`config.mk`:
```
export PLATFORM = sky130hd
export DESIGN_NAME = cam_shadow_ram
export DESIGN_NICKNAME = d
export VERILOG_FILES = /design/src/rtl/cam_pkg.sv /design/src/rtl/cam_shadow_store.sv /design/src/rtl/cam_shadow_ram.sv
export SDC_FILE = /design/constraint.sdc
export NUM_CORES = 1
export LEC_CHECK = 0
export ABC_AREA = 1
export CAP_MARGIN = 0
export CORE_ASPECT_RATIO = 0.5
export CORE_MARGIN = 2
export CORE_UTILIZATION = 30
export DETAILED_ROUTE_END_ITERATION = 8
export PLACE_DENSITY = 0.49
export SYNTH_ARGS = -nofsm -noshare
export SYNTH_HDL_FRONTEND = slang
export SYNTH_SLANG_ARGS = --single-unit
```
`constraint.sdc`:
```
create_clock -name clk -period 3.4 [get_ports clk]
set_input_delay 0.68 -clock clk [delete_from_list [all_inputs] [get_ports clk]]
set_output_delay 0.68 -clock clk [all_outputs]
set_load 0.01 [all_outputs]
```
`src/rtl/cam_pkg.sv`:
```
// Shared definitions for the CAM shadow RAM: op encodings, FSM state type and
// the statistics counter width.
package cam_pkg;

    localparam logic [1:0] OP_WRITE  = 2'b00;
    localparam logic [1:0] OP_DELETE = 2'b01;
    localparam logic [1:0] OP_FLUSH  = 2'b10;
    localparam logic [1:0] OP_NOP    = 2'b11;

    localparam int STATS_W = 16;

    typedef enum logic [1:0] {
        ST_IDLE       = 2'b00,
        ST_ERASE_WAIT = 2'b01,
        ST_FLUSH_SCAN = 2'b10,
        ST_FLUSH_WAIT = 2'b11
    } cam_state_e;

    // Saturating increment shared by the statistics counters.
    function automatic logic [STATS_W-1:0] sat_inc(input logic [STATS_W-1:0] v);
        logic [STATS_W-1:0] r;
        if (v == {STATS_W{1'b1}}) begin
            r = v;
        end else begin
            r = v + {{(STATS_W-1){1'b0}}, 1'b1};
        end
        return r;
    endfunction

endpackage

```
`src/rtl/cam_shadow_store.sv`:
```
// Shadow storage: data array (not reset) plus per-entry valid bits, with one
// combinational-read/write port and a separate valid-clear port for flushing.
module cam_shadow_store #(
    parameter int DATA_WIDTH = 8,
    parameter int ADDR_WIDTH = 2
) (
    input  logic                  clk,
    input  logic                  rst,
    input  logic                  i_we,
    input  logic                  i_del,
    input  logic [ADDR_WIDTH-1:0] i_addr,
    input  logic [DATA_WIDTH-1:0] i_wdata,
    output logic [DATA_WIDTH-1:0] o_rdata,
    output logic                  o_rvld,
    input  logic                  i_clr_en,
    input  logic [ADDR_WIDTH-1:0] i_clr_addr
);

    localparam int DEPTH = 1 << ADDR_WIDTH;

    logic [DATA_WIDTH-1:0] r_mem [DEPTH];
    logic [DEPTH-1:0]      r_vld;

    // Data array write port.
    always_ff @(posedge clk) begin
        if (i_we) begin
            r_mem[i_addr] <= i_wdata;
        end
    end

    // Valid bits: set on write, cleared on delete or flush handshake.
    always_ff @(posedge clk or negedge rst) begin
        if (!rst) begin
            r_vld <= {DEPTH{1'b0}};
        end else begin
            if (i_we) begin
                r_vld[i_addr] <= 1'b1;
            end else if (i_del) begin
                r_vld[i_addr] <= 1'b0;
            end
            if (i_clr_en) begin
                r_vld[i_clr_addr] <= 1'b0;
            end
        end
    end

    assign o_rdata = r_mem[i_addr];
    assign o_rvld  = r_vld[i_addr];

endmodule

```
`src/rtl/cam_shadow_ram.sv`:
```
// CAM shadow RAM: tracks last data per CAM address and issues erase requests
// for stale data. Optional counters enabled by CAM_SHADOW_STATS_EN.
module cam_shadow_ram
    import cam_pkg::*;
#(
    parameter int DATA_WIDTH = 8,
    parameter int ADDR_WIDTH = 2
) (
    input  logic                  clk,
    input  logic                  rst,
    input  logic                  req_valid,
    output logic                  req_ready,
    input  logic [1:0]            req_op,
    input  logic [ADDR_WIDTH-1:0] req_addr,
    input  logic [DATA_WIDTH-1:0] req_data,
    output logic                  erase_valid,
    input  logic                  erase_ready,
    output logic [ADDR_WIDTH-1:0] erase_addr,
    output logic [DATA_WIDTH-1:0] erase_data,
    output logic                  busy,
`ifdef CAM_SHADOW_STATS_EN
    output logic [STATS_W-1:0]    erase_count,
    output logic [STATS_W-1:0]    suppress_count,
`endif
    output logic                  flush_done
);

    localparam int DEPTH = 1 << ADDR_WIDTH;
    localparam int IDX_W = ADDR_WIDTH + 1;

    cam_state_e            r_state;
    logic                  r_req_ready;
    logic                  r_erase_valid;
    logic [ADDR_WIDTH-1:0] r_erase_addr;
    logic [DATA_WIDTH-1:0] r_erase_data;
    logic                  r_flush_done;
    logic [IDX_W-1:0]      r_idx;

    logic                  w_accept;
    logic                  w_we;
    logic                  w_del;
    logic [ADDR_WIDTH-1:0] w_st_addr;
    logic [DATA_WIDTH-1:0] w_rdata;
    logic                  w_rvld;
    logic                  w_changed;
    logic                  w_handshake;
    logic                  w_clr_en;
    logic [IDX_W-1:0]      w_idx_next;
    logic                  w_idx_last;

    assign w_accept    = req_valid && r_req_ready && (r_state == ST_IDLE);
    assign w_we        = w_accept && (req_op == OP_WRITE);
    assign w_del       = w_accept && (req_op == OP_DELETE);
    assign w_changed   = (w_rdata != req_data);
    assign w_handshake = r_erase_valid && erase_ready;
    assign w_clr_en    = (r_state == ST_FLUSH_WAIT) && w_handshake;
    assign w_idx_next  = r_idx + {{ADDR_WIDTH{1'b0}}, 1'b1};
    assign w_idx_last  = (w_idx_next == IDX_W'(DEPTH));

    // The flush sweep borrows the store port; otherwise it follows the request.
    always_comb begin
        w_st_addr = req_addr;
        if (r_state == ST_FLUSH_SCAN) begin
            w_st_addr = r_idx[ADDR_WIDTH-1:0];
        end else begin
            w_st_addr = req_addr;
        end
    end

    cam_shadow_store #(
        .DATA_WIDTH (DATA_WIDTH),
        .ADDR_WIDTH (ADDR_WIDTH)
    ) u_store (
        .clk        (clk),
        .rst        (rst),
        .i_we       (w_we),
        .i_del      (w_del),
        .i_addr     (w_st_addr),
        .i_wdata    (req_data),
        .o_rdata    (w_rdata),
        .o_rvld     (w_rvld),
        .i_clr_en   (w_clr_en),
        .i_clr_addr (r_erase_addr)
    );

    // Command/erase FSM with registered handshake outputs.
    always_ff @(posedge clk or negedge rst) begin
        if (!rst) begin
            r_state       <= ST_IDLE;
            r_req_ready   <= 1'b0;
            r_erase_valid <= 1'b0;
            r_erase_addr  <= {ADDR_WIDTH{1'b0}};
            r_erase_data  <= {DATA_WIDTH{1'b0}};
            r_flush_done  <= 1'b0;
            r_idx         <= {IDX_W{1'b0}};
        end else begin
            r_flush_done <= 1'b0;
            case (r_state)
                ST_IDLE: begin
                    r_req_ready <= 1'b1;
                    if (w_accept) begin
                        case (req_op)
                            OP_WRITE, OP_DELETE: begin
                                // Identical rewrite must not erase: it would clear the new entry.
                                if (w_rvld && (w_changed || (req_op == OP_DELETE))) begin
                                    r_state       <= ST_ERASE_WAIT;
                                    r_erase_valid <= 1'b1;
                                    r_erase_addr  <= req_addr;
                                    r_erase_data  <= w_rdata;
                                    r_req_ready   <= 1'b0;
                                end
                            end
                            OP_FLUSH: begin
                                r_state     <= ST_FLUSH_SCAN;
                                r_idx       <= {IDX_W{1'b0}};
                                r_req_ready <= 1'b0;
                            end
                            default: begin
                                r_state <= ST_IDLE;
                            end
                        endcase
                    end
                end
                ST_ERASE_WAIT: begin
                    if (w_handshake) begin
                        r_erase_valid <= 1'b0;
                        r_state       <= ST_IDLE;
                        r_req_ready   <= 1'b1;
                    end
                end
                ST_FLUSH_SCAN: begin
                    if (w_rvld) begin
                        r_state       <= ST_FLUSH_WAIT;
                        r_erase_valid <= 1'b1;
                        r_erase_addr  <= r_idx[ADDR_WIDTH-1:0];
                        r_erase_data  <= w_rdata;
                    end else if (w_idx_last) begin
                        r_state      <= ST_IDLE;
                        r_flush_done <= 1'b1;
                        r_req_ready  <= 1'b1;
                    end else begin
                        r_idx <= w_idx_next;
                    end
                end
                ST_FLUSH_WAIT: begin
                    if (w_handshake) begin
                        r_erase_valid <= 1'b0;
                        if (w_idx_last) begin
                            r_state      <= ST_IDLE;
                            r_flush_done <= 1'b1;
                            r_req_ready  <= 1'b1;
                        end else begin
                            r_idx   <= w_idx_next;
                            r_state <= ST_FLUSH_SCAN;
                        end
                    end
                end
                default: begin
                    r_state       <= ST_IDLE;
                    r_erase_valid <= 1'b0;
                    r_req_ready   <= 1'b1;
                end
            endcase
        end
    end

    assign req_ready   = r_req_ready;
    assign erase_valid = r_erase_valid;
    assign erase_addr  = r_erase_addr;
    assign erase_data  = r_erase_data;
    assign flush_done  = r_flush_done;
    assign busy        = (r_state != ST_IDLE);

`ifdef CAM_SHADOW_STATS_EN
    logic [STATS_W-1:0] r_erase_count;
    logic [STATS_W-1:0] r_suppress_count;
    logic               w_suppress;

    assign w_suppress = w_we && w_rvld && !w_changed;

    // Saturating counts of completed erases and suppressed identical rewrites.
    always_ff @(posedge clk or negedge rst) begin
        if (!rst) begin
            r_erase_count    <= {STATS_W{1'b0}};
            r_suppress_count <= {STATS_W{1'b0}};
        end else begin
            if (w_handshake) begin
                r_erase_count <= sat_inc(r_erase_count);
            end
            if (w_suppress) begin
                r_suppress_count <= sat_inc(r_suppress_count);
            end
        end
    end

    assign erase_count    = r_erase_count;
    assign suppress_count = r_suppress_count;
`endif

endmodule

```
==> impl_metrics.prom, run 1 <==
# TYPE chip_impl_metric gauge
chip_impl_metric{name="die_h",unit="um"} 74.0
chip_impl_metric{name="ctsHoldBuffers",unit=""} 0
chip_impl_metric{name="hold_path_depth",unit=""} 2
chip_impl_metric{name="drt.antenna.violating_nets",unit=""} 0
chip_impl_metric{name="synth_compound_gate_area_share",unit=""} 0.0634
chip_impl_info{name="worst-setup-path-type",value="flop to flop"} 1
chip_impl_metric{name="number_of_warnings_reported_in_the_yosys_synthesis_log",unit=""} 0
chip_impl_metric{name="yosys.area_share.xor_xnor",unit=""} 0.00298
chip_impl_info{name="hold-path-endpoint",value="erase_data[2]"} 1
chip_impl_metric{name="clkLatencyLatePin",unit="ns"} 0.30
chip_impl_info{name="clock_tree_from_tritoncts",value="done"} 1
chip_impl_metric{name="grt_overflow",unit=""} 0
chip_impl_metric{name="nNetsFinal",unit=""} 413
chip_impl_metric{name="syn_inst",unit=""} 353
chip_impl_metric{name="drive_above_1_share",unit=""} 0.0793
chip_impl_info{name="clockRootBuffer",value="sky130_fd_sc_hd__clkbuf_16"} 1
chip_impl_metric{name="final_hold_viol_count",unit=""} 0
chip_impl_info{name="cell_with_the_biggest_individual_delay_on_the_critical_path",value="sky130_fd_sc_hd__ha_1"} 1
chip_impl_metric{name="cpPeakStageDelay",unit="ns"} 0.46
chip_impl_metric{name="core_area",unit="mm2"} 0.00948
chip_impl_metric{name="worstMarginPinSlew",unit="ns"} 0.518
chip_impl_metric{name="vias_per_cell",unit=""} 4.35
chip_impl_metric{name="worst-r2r-setup-slack",unit="ns"} 0.48
chip_impl_metric{name="synth_simple_gate_area_frac",unit=""} 0.285
chip_impl_metric{name="post_synth_instance_area",unit="mm2"} 0.00294
chip_impl_metric{name="route.detailed.wl_per_inst",unit="um"} 13.2
chip_impl_metric{name="syn_area_per_cell",unit="um2"} 8.33
chip_impl_metric{name="crit_buf_inv",unit=""} 1
chip_impl_info{name="cp_cell_sequence",value="inv_1, ha_1, nand2_2, nand2_4, nand2_1, nand2_1, nand2_1, nand2_1, or2_0, nand3_1, nor2_1, nand2_2, nand3_2, nand2_4, nand2_2, nand2_1, nand2_1"} 1
chip_impl_metric{name="postSynthRegisterBits",unit=""} 54
chip_impl_info{name="setup_repair_after_global_routing_missed_its_margin",value="no"} 1
chip_impl_metric{name="detailroute.via_count",unit=""} 2289
chip_impl_metric{name="starting_density_of_the_core",unit=""} 0.310
chip_impl_metric{name="insertedDiodeCount",unit=""} 0
chip_impl_info{name="end_kind",value="flop"} 1
chip_impl_metric{name="worst_ep_arrival_time",unit="ns"} 3.16
chip_impl_info{name="crit_path_frequent_cell",value="sky130_fd_sc_hd__nand2_1"} 1
chip_impl_metric{name="final-setup-viol-count",unit=""} 0
chip_impl_metric{name="final-max-slew-violation-count",unit=""} 0
chip_impl_metric{name="gr-usage-all-layers",unit=""} 0.142
chip_impl_metric{name="first_global_vias",unit=""} 2223
chip_impl_metric{name="totalWireLength",unit="um"} 6950
chip_impl_metric{name="post-dp-hpwl",unit="um"} 5340
chip_impl_metric{name="clk_transition_reported_paths",unit="ns"} 0.07
chip_impl_info{name="largest_delay_contributor_family_on_the_critical_path",value="simple AND/OR/NAND/NOR gates"} 1
chip_impl_metric{name="switchingPower",unit="W"} 0.00102
chip_impl_metric{name="static-leakage-power",unit="nW"} 1.68
chip_impl_metric{name="rows",unit=""} 25
chip_impl_metric{name="adder_and_majority_gate_portion_of_the_synthesized_area",unit=""} 0.0298
chip_impl_metric{name="final_min_period_over_clock_period",unit=""} 0.859
chip_impl_metric{name="post_cts_resized",unit=""} 0
chip_impl_metric{name="worst-path-stages",unit=""} 17
chip_impl_metric{name="max_cap_violations",unit=""} 0
chip_impl_metric{name="critical_path_peak_fanout",unit=""} 21
chip_impl_metric{name="critical_path_required",unit="ns"} 3.64
chip_impl_metric{name="fin_worst_skew",unit="ns"} 0.00749
chip_impl_metric{name="sequentialPowerShare",unit=""} 0.360
chip_impl_metric{name="synthDistinctLibCells",unit=""} 34
chip_impl_metric{name="internal-power",unit="W"} 0.00153
chip_impl_metric{name="grt_first_pass_wirelength",unit="um"} 11500
chip_impl_metric{name="largest_net_degree_at_the_start_of_global_routing",unit=""} 23
chip_impl_metric{name="final_layout_setup_total_negative_slack",unit="ns"} 0
chip_impl_info{name="worstHoldStart",value="erase_data[2]"} 1
chip_impl_info{name="holdCritPathClass",value="flop to flop"} 1
chip_impl_metric{name="detailedRoute.firstPassIterationCount",unit=""} 4
chip_impl_metric{name="number_of_buffers_inserted_during_clock_tree_synthesis",unit=""} 5
chip_impl_metric{name="drt_iter0_markers",unit=""} 127
chip_impl_metric{name="port-buffer-count",unit=""} 29
chip_impl_metric{name="design.die.area",unit="mm2"} 0.0107
chip_impl_metric{name="layout-area-overhead-vs-synth",unit="%"} 20.2
chip_impl_metric{name="die_width",unit="um"} 144
chip_impl_metric{name="synth-seq-area-share",unit=""} 0.514
chip_impl_metric{name="final_period_demand_of_the_worst_path",unit="ns"} 2.92
chip_impl_metric{name="ir_worst_vdd",unit="uV"} 323
chip_impl_metric{name="synth.mux.area_fraction",unit=""} 0
chip_impl_info{name="status",value="finished clean"} 1
chip_impl_metric{name="syn_nets",unit=""} 376
chip_impl_info{name="main_combinational_cell_family_by_area_after_synthesis",value="simple AND/OR/NAND/NOR gates"} 1
chip_impl_info{name="regToRegStartpoint",value="r_state[0]"} 1
chip_impl_metric{name="finish.utilization",unit=""} 0.373
chip_impl_metric{name="swShare",unit=""} 0.400
chip_impl_metric{name="ff2ff_path_depth",unit=""} 17
chip_impl_metric{name="max-slew-margin-rel",unit=""} 0.653
chip_impl_metric{name="cts_htree_levels",unit=""} 2
chip_impl_metric{name="clock_tree.buffer_depth",unit=""} 2
chip_impl_metric{name="antenna_found_initial",unit=""} 0
chip_impl_metric{name="p_per_area",unit="mW/mm2"} 721
chip_impl_metric{name="post_cts.repair.setup_buffers",unit=""} 0
chip_impl_metric{name="combinationalPowerShare",unit=""} 0.436
chip_impl_info{name="timing.rr.end",value="erase_data[3]"} 1
chip_impl_info{name="cp-start-kind",value="flop"} 1
chip_impl_metric{name="clock_power_share",unit=""} 0.204
chip_impl_metric{name="post-route-drc-count",unit=""} 0
chip_impl_metric{name="fmaxAchievable",unit="MHz"} 343
chip_impl_metric{name="cts.sink_count",unit=""} 54
chip_impl_metric{name="fill_cells",unit=""} 1008
chip_impl_metric{name="boundaryPins",unit=""} 30
chip_impl_metric{name="gp_congestion",unit=""} 0.871
[flip-flops by register name (all words and copies together) (netlist names), 2 cells and up]
name / flops
erase_addr: 2
erase_data: 8
r_state: 2
u_store.r_vld: 4
r_idx: 3
u_store.r_mem: 32
[synthesized netlist by cell type]
cell,n,area share
sky130_fd_sc_hd__buf_2,1,0.0017
sky130_fd_sc_hd__nand2_8,1,0.0068
sky130_fd_sc_hd__buf_8,1,0.0051
sky130_fd_sc_hd__dfrtp_1,22,0.19
sky130_fd_sc_hd__o31ai_1,2,0.0051
sky130_fd_sc_hd__xnor2_1,1,0.0030
sky130_fd_sc_hd__o21ai_0,5,0.0085
sky130_fd_sc_hd__nor3_2,1,0.0034
sky130_fd_sc_hd__edfxtp_1,32,0.33
sky130_fd_sc_hd__nand3b_1,5,0.013
sky130_fd_sc_hd__clkinv_1,1,0.0013
sky130_fd_sc_hd__nor3_1,2,0.0034
sky130_fd_sc_hd__o22ai_1,2,0.0043
sky130_fd_sc_hd__nor2_1,30,0.038
sky130_fd_sc_hd__o211ai_1,2,0.0051
sky130_fd_sc_hd__nand2_1,117,0.15
sky130_fd_sc_hd__inv_4,1,0.0021
sky130_fd_sc_hd__nand2_4,2,0.0077
sky130_fd_sc_hd__buf_4,1,0.0026
sky130_fd_sc_hd__nand2_2,5,0.011
sky130_fd_sc_hd__o21ai_4,1,0.0055
sky130_fd_sc_hd__nand3_2,2,0.0068
sky130_fd_sc_hd__buf_6,3,0.011
sky130_fd_sc_hd__inv_1,60,0.077
sky130_fd_sc_hd__inv_2,3,0.0038
sky130_fd_sc_hd__nand4_2,1,0.0043
sky130_fd_sc_hd__a31oi_1,6,0.013
sky130_fd_sc_hd__nand3_1,23,0.039
sky130_fd_sc_hd__a211oi_1,1,0.0026
sky130_fd_sc_hd__a21boi_0,1,0.0026
sky130_fd_sc_hd__a21oi_1,6,0.010
sky130_fd_sc_hd__o21ai_1,4,0.0068
sky130_fd_sc_hd__or2_0,1,0.0021
sky130_fd_sc_hd__ha_1,7,0.030
[cells in the final DEF, fill, tap and decap left out, types with 3 or more instances in the layout]
| cell type | count |
|---|---|
| sky130_fd_sc_hd__inv_1 | 60 |
| sky130_fd_sc_hd__nand2_2 | 5 |
| sky130_fd_sc_hd__dfrtp_1 | 22 |
| sky130_fd_sc_hd__a31oi_1 | 6 |
| sky130_fd_sc_hd__inv_2 | 3 |
| sky130_fd_sc_hd__nand2_1 | 117 |
| sky130_fd_sc_hd__nand3b_1 | 5 |
| sky130_fd_sc_hd__o21ai_0 | 5 |
| sky130_fd_sc_hd__nor2_1 | 30 |
| sky130_fd_sc_hd__clkdlybuf4s50_1 | 29 |
| sky130_fd_sc_hd__ha_1 | 7 |
| sky130_fd_sc_hd__buf_4 | 7 |
| sky130_fd_sc_hd__a21oi_1 | 6 |
| sky130_fd_sc_hd__nand3_1 | 23 |
| sky130_fd_sc_hd__o21ai_1 | 4 |
| sky130_fd_sc_hd__clkbuf_16 | 5 |
| sky130_fd_sc_hd__edfxtp_1 | 32 |
[stage by stage]
step	area (um2)	power, W	worst slack, ns	std cells	hold WS (ns)
2_1_floorplan	2940	0.00171	1.19	353	0.384
3_3_place_gp	3390	0.00205	0.382	518	0.459
3_5_place_dp	3390	0.00205	0.360	518	0.459
4_1_cts	3530	0.00257	0.479	526	0.476
5_1_grt	3530	0.00277	0.145	526	0.500
6_report	3530	0.00255	0.481	526	0.469
[cell type report]
cell class              instances  area (um2)  share of cell area
multi-input cells             228        1120               0.317
repair buffers                 36         343              0.0970
clock buffers                   6         129              0.0365
well taps                     135         169              0.0478
flip-flops and latches         54        1510               0.428
inverters                      65         246              0.0698
clock inverters                 2        15.0             0.00425
[worst max-delay path by stage]
| stage | slack (ns) | from | end |
|---|---|---|---|
| 2_1_floorplan | 1.19 | r_state[0] | erase_addr[0] |
| 3_3_place_gp | 0.38 | req_addr[0] | erase_data[7] |
| 3_5_place_dp | 0.36 | req_addr[0] | erase_data[3] |
| 4_1_cts | 0.48 | r_state[0] | erase_data[3] |
| 5_1_grt | 0.15 | r_state[0] | erase_data[7] |
| 6_report | 0.48 | r_state[0] | erase_data[3] |
[logic make-up after synthesis]
group / count (synthesis)
AOI/OAI and AO/OA: 30
buffers and inverters: 71
and+or+nand+nor: 190
adders and majority gates: 7
xor gates and xnor gates: 1
DFF: 54
[worst register-to-register path: stages, from the launching register on]
cell and delay, ns:
sky130_fd_sc_hd__dfrtp_1 0.43, sky130_fd_sc_hd__inv_1 0.12, sky130_fd_sc_hd__ha_1 0.46, sky130_fd_sc_hd__nand2_2 0.24, sky130_fd_sc_hd__nand2_4 0.29, sky130_fd_sc_hd__nand2_1 0.09
sky130_fd_sc_hd__nand2_1 0.07, sky130_fd_sc_hd__nand2_1 0.05, sky130_fd_sc_hd__nand2_1 0.11, sky130_fd_sc_hd__or2_0 0.12, sky130_fd_sc_hd__nand3_1 0.11, sky130_fd_sc_hd__nor2_1 0.14
sky130_fd_sc_hd__nand2_2 0.09, sky130_fd_sc_hd__nand3_2 0.09, sky130_fd_sc_hd__nand2_4 0.11, sky130_fd_sc_hd__nand2_2 0.22, sky130_fd_sc_hd__nand2_1 0.08, sky130_fd_sc_hd__nand2_1 0.06
[power groups by stage]
stage | logic (W) | registers, W | clock network [W]
after global placement | 0.00111 | 0.000936 | 0
after floorplan | 0.000760 | 0.000945 | 0
final | 0.00111 | 0.000918 | 0.000520
after CTS | 0.00112 | 0.000924 | 0.000528
after detailed placement | 0.00112 | 0.000934 | 0
after global routing | 0.00126 | 0.000943 | 0.000561
[routing by layer]
layer	routed length [um]	vias to the layer above	part of all wire	GRT usage
met2	2880	40	0.41	0.215
li1	-	1182	-	-
met1	3670	1062	0.53	0.209
met3	349	5	0.050	0.0328
met4	50	0	0.0072	0.0327
met5	0	-	0	0
Note: power is estimated with default switching activity, not from simulation.
==> run 2, diff against run 1 <==
--- a/config.mk
+++ b/config.mk
@@ -11,6 +11,7 @@
 export CORE_MARGIN = 2
 export CORE_UTILIZATION = 30
 export DETAILED_ROUTE_END_ITERATION = 8
+export HOLD_SLACK_MARGIN = 0.1
 export PLACE_DENSITY = 0.49
 export SYNTH_ARGS = -nofsm -noshare
 export SYNTH_HDL_FRONTEND = slang
==> results of run 2 <==
Same layout as run 1: the final DEF is identical, and so are final timing and power.
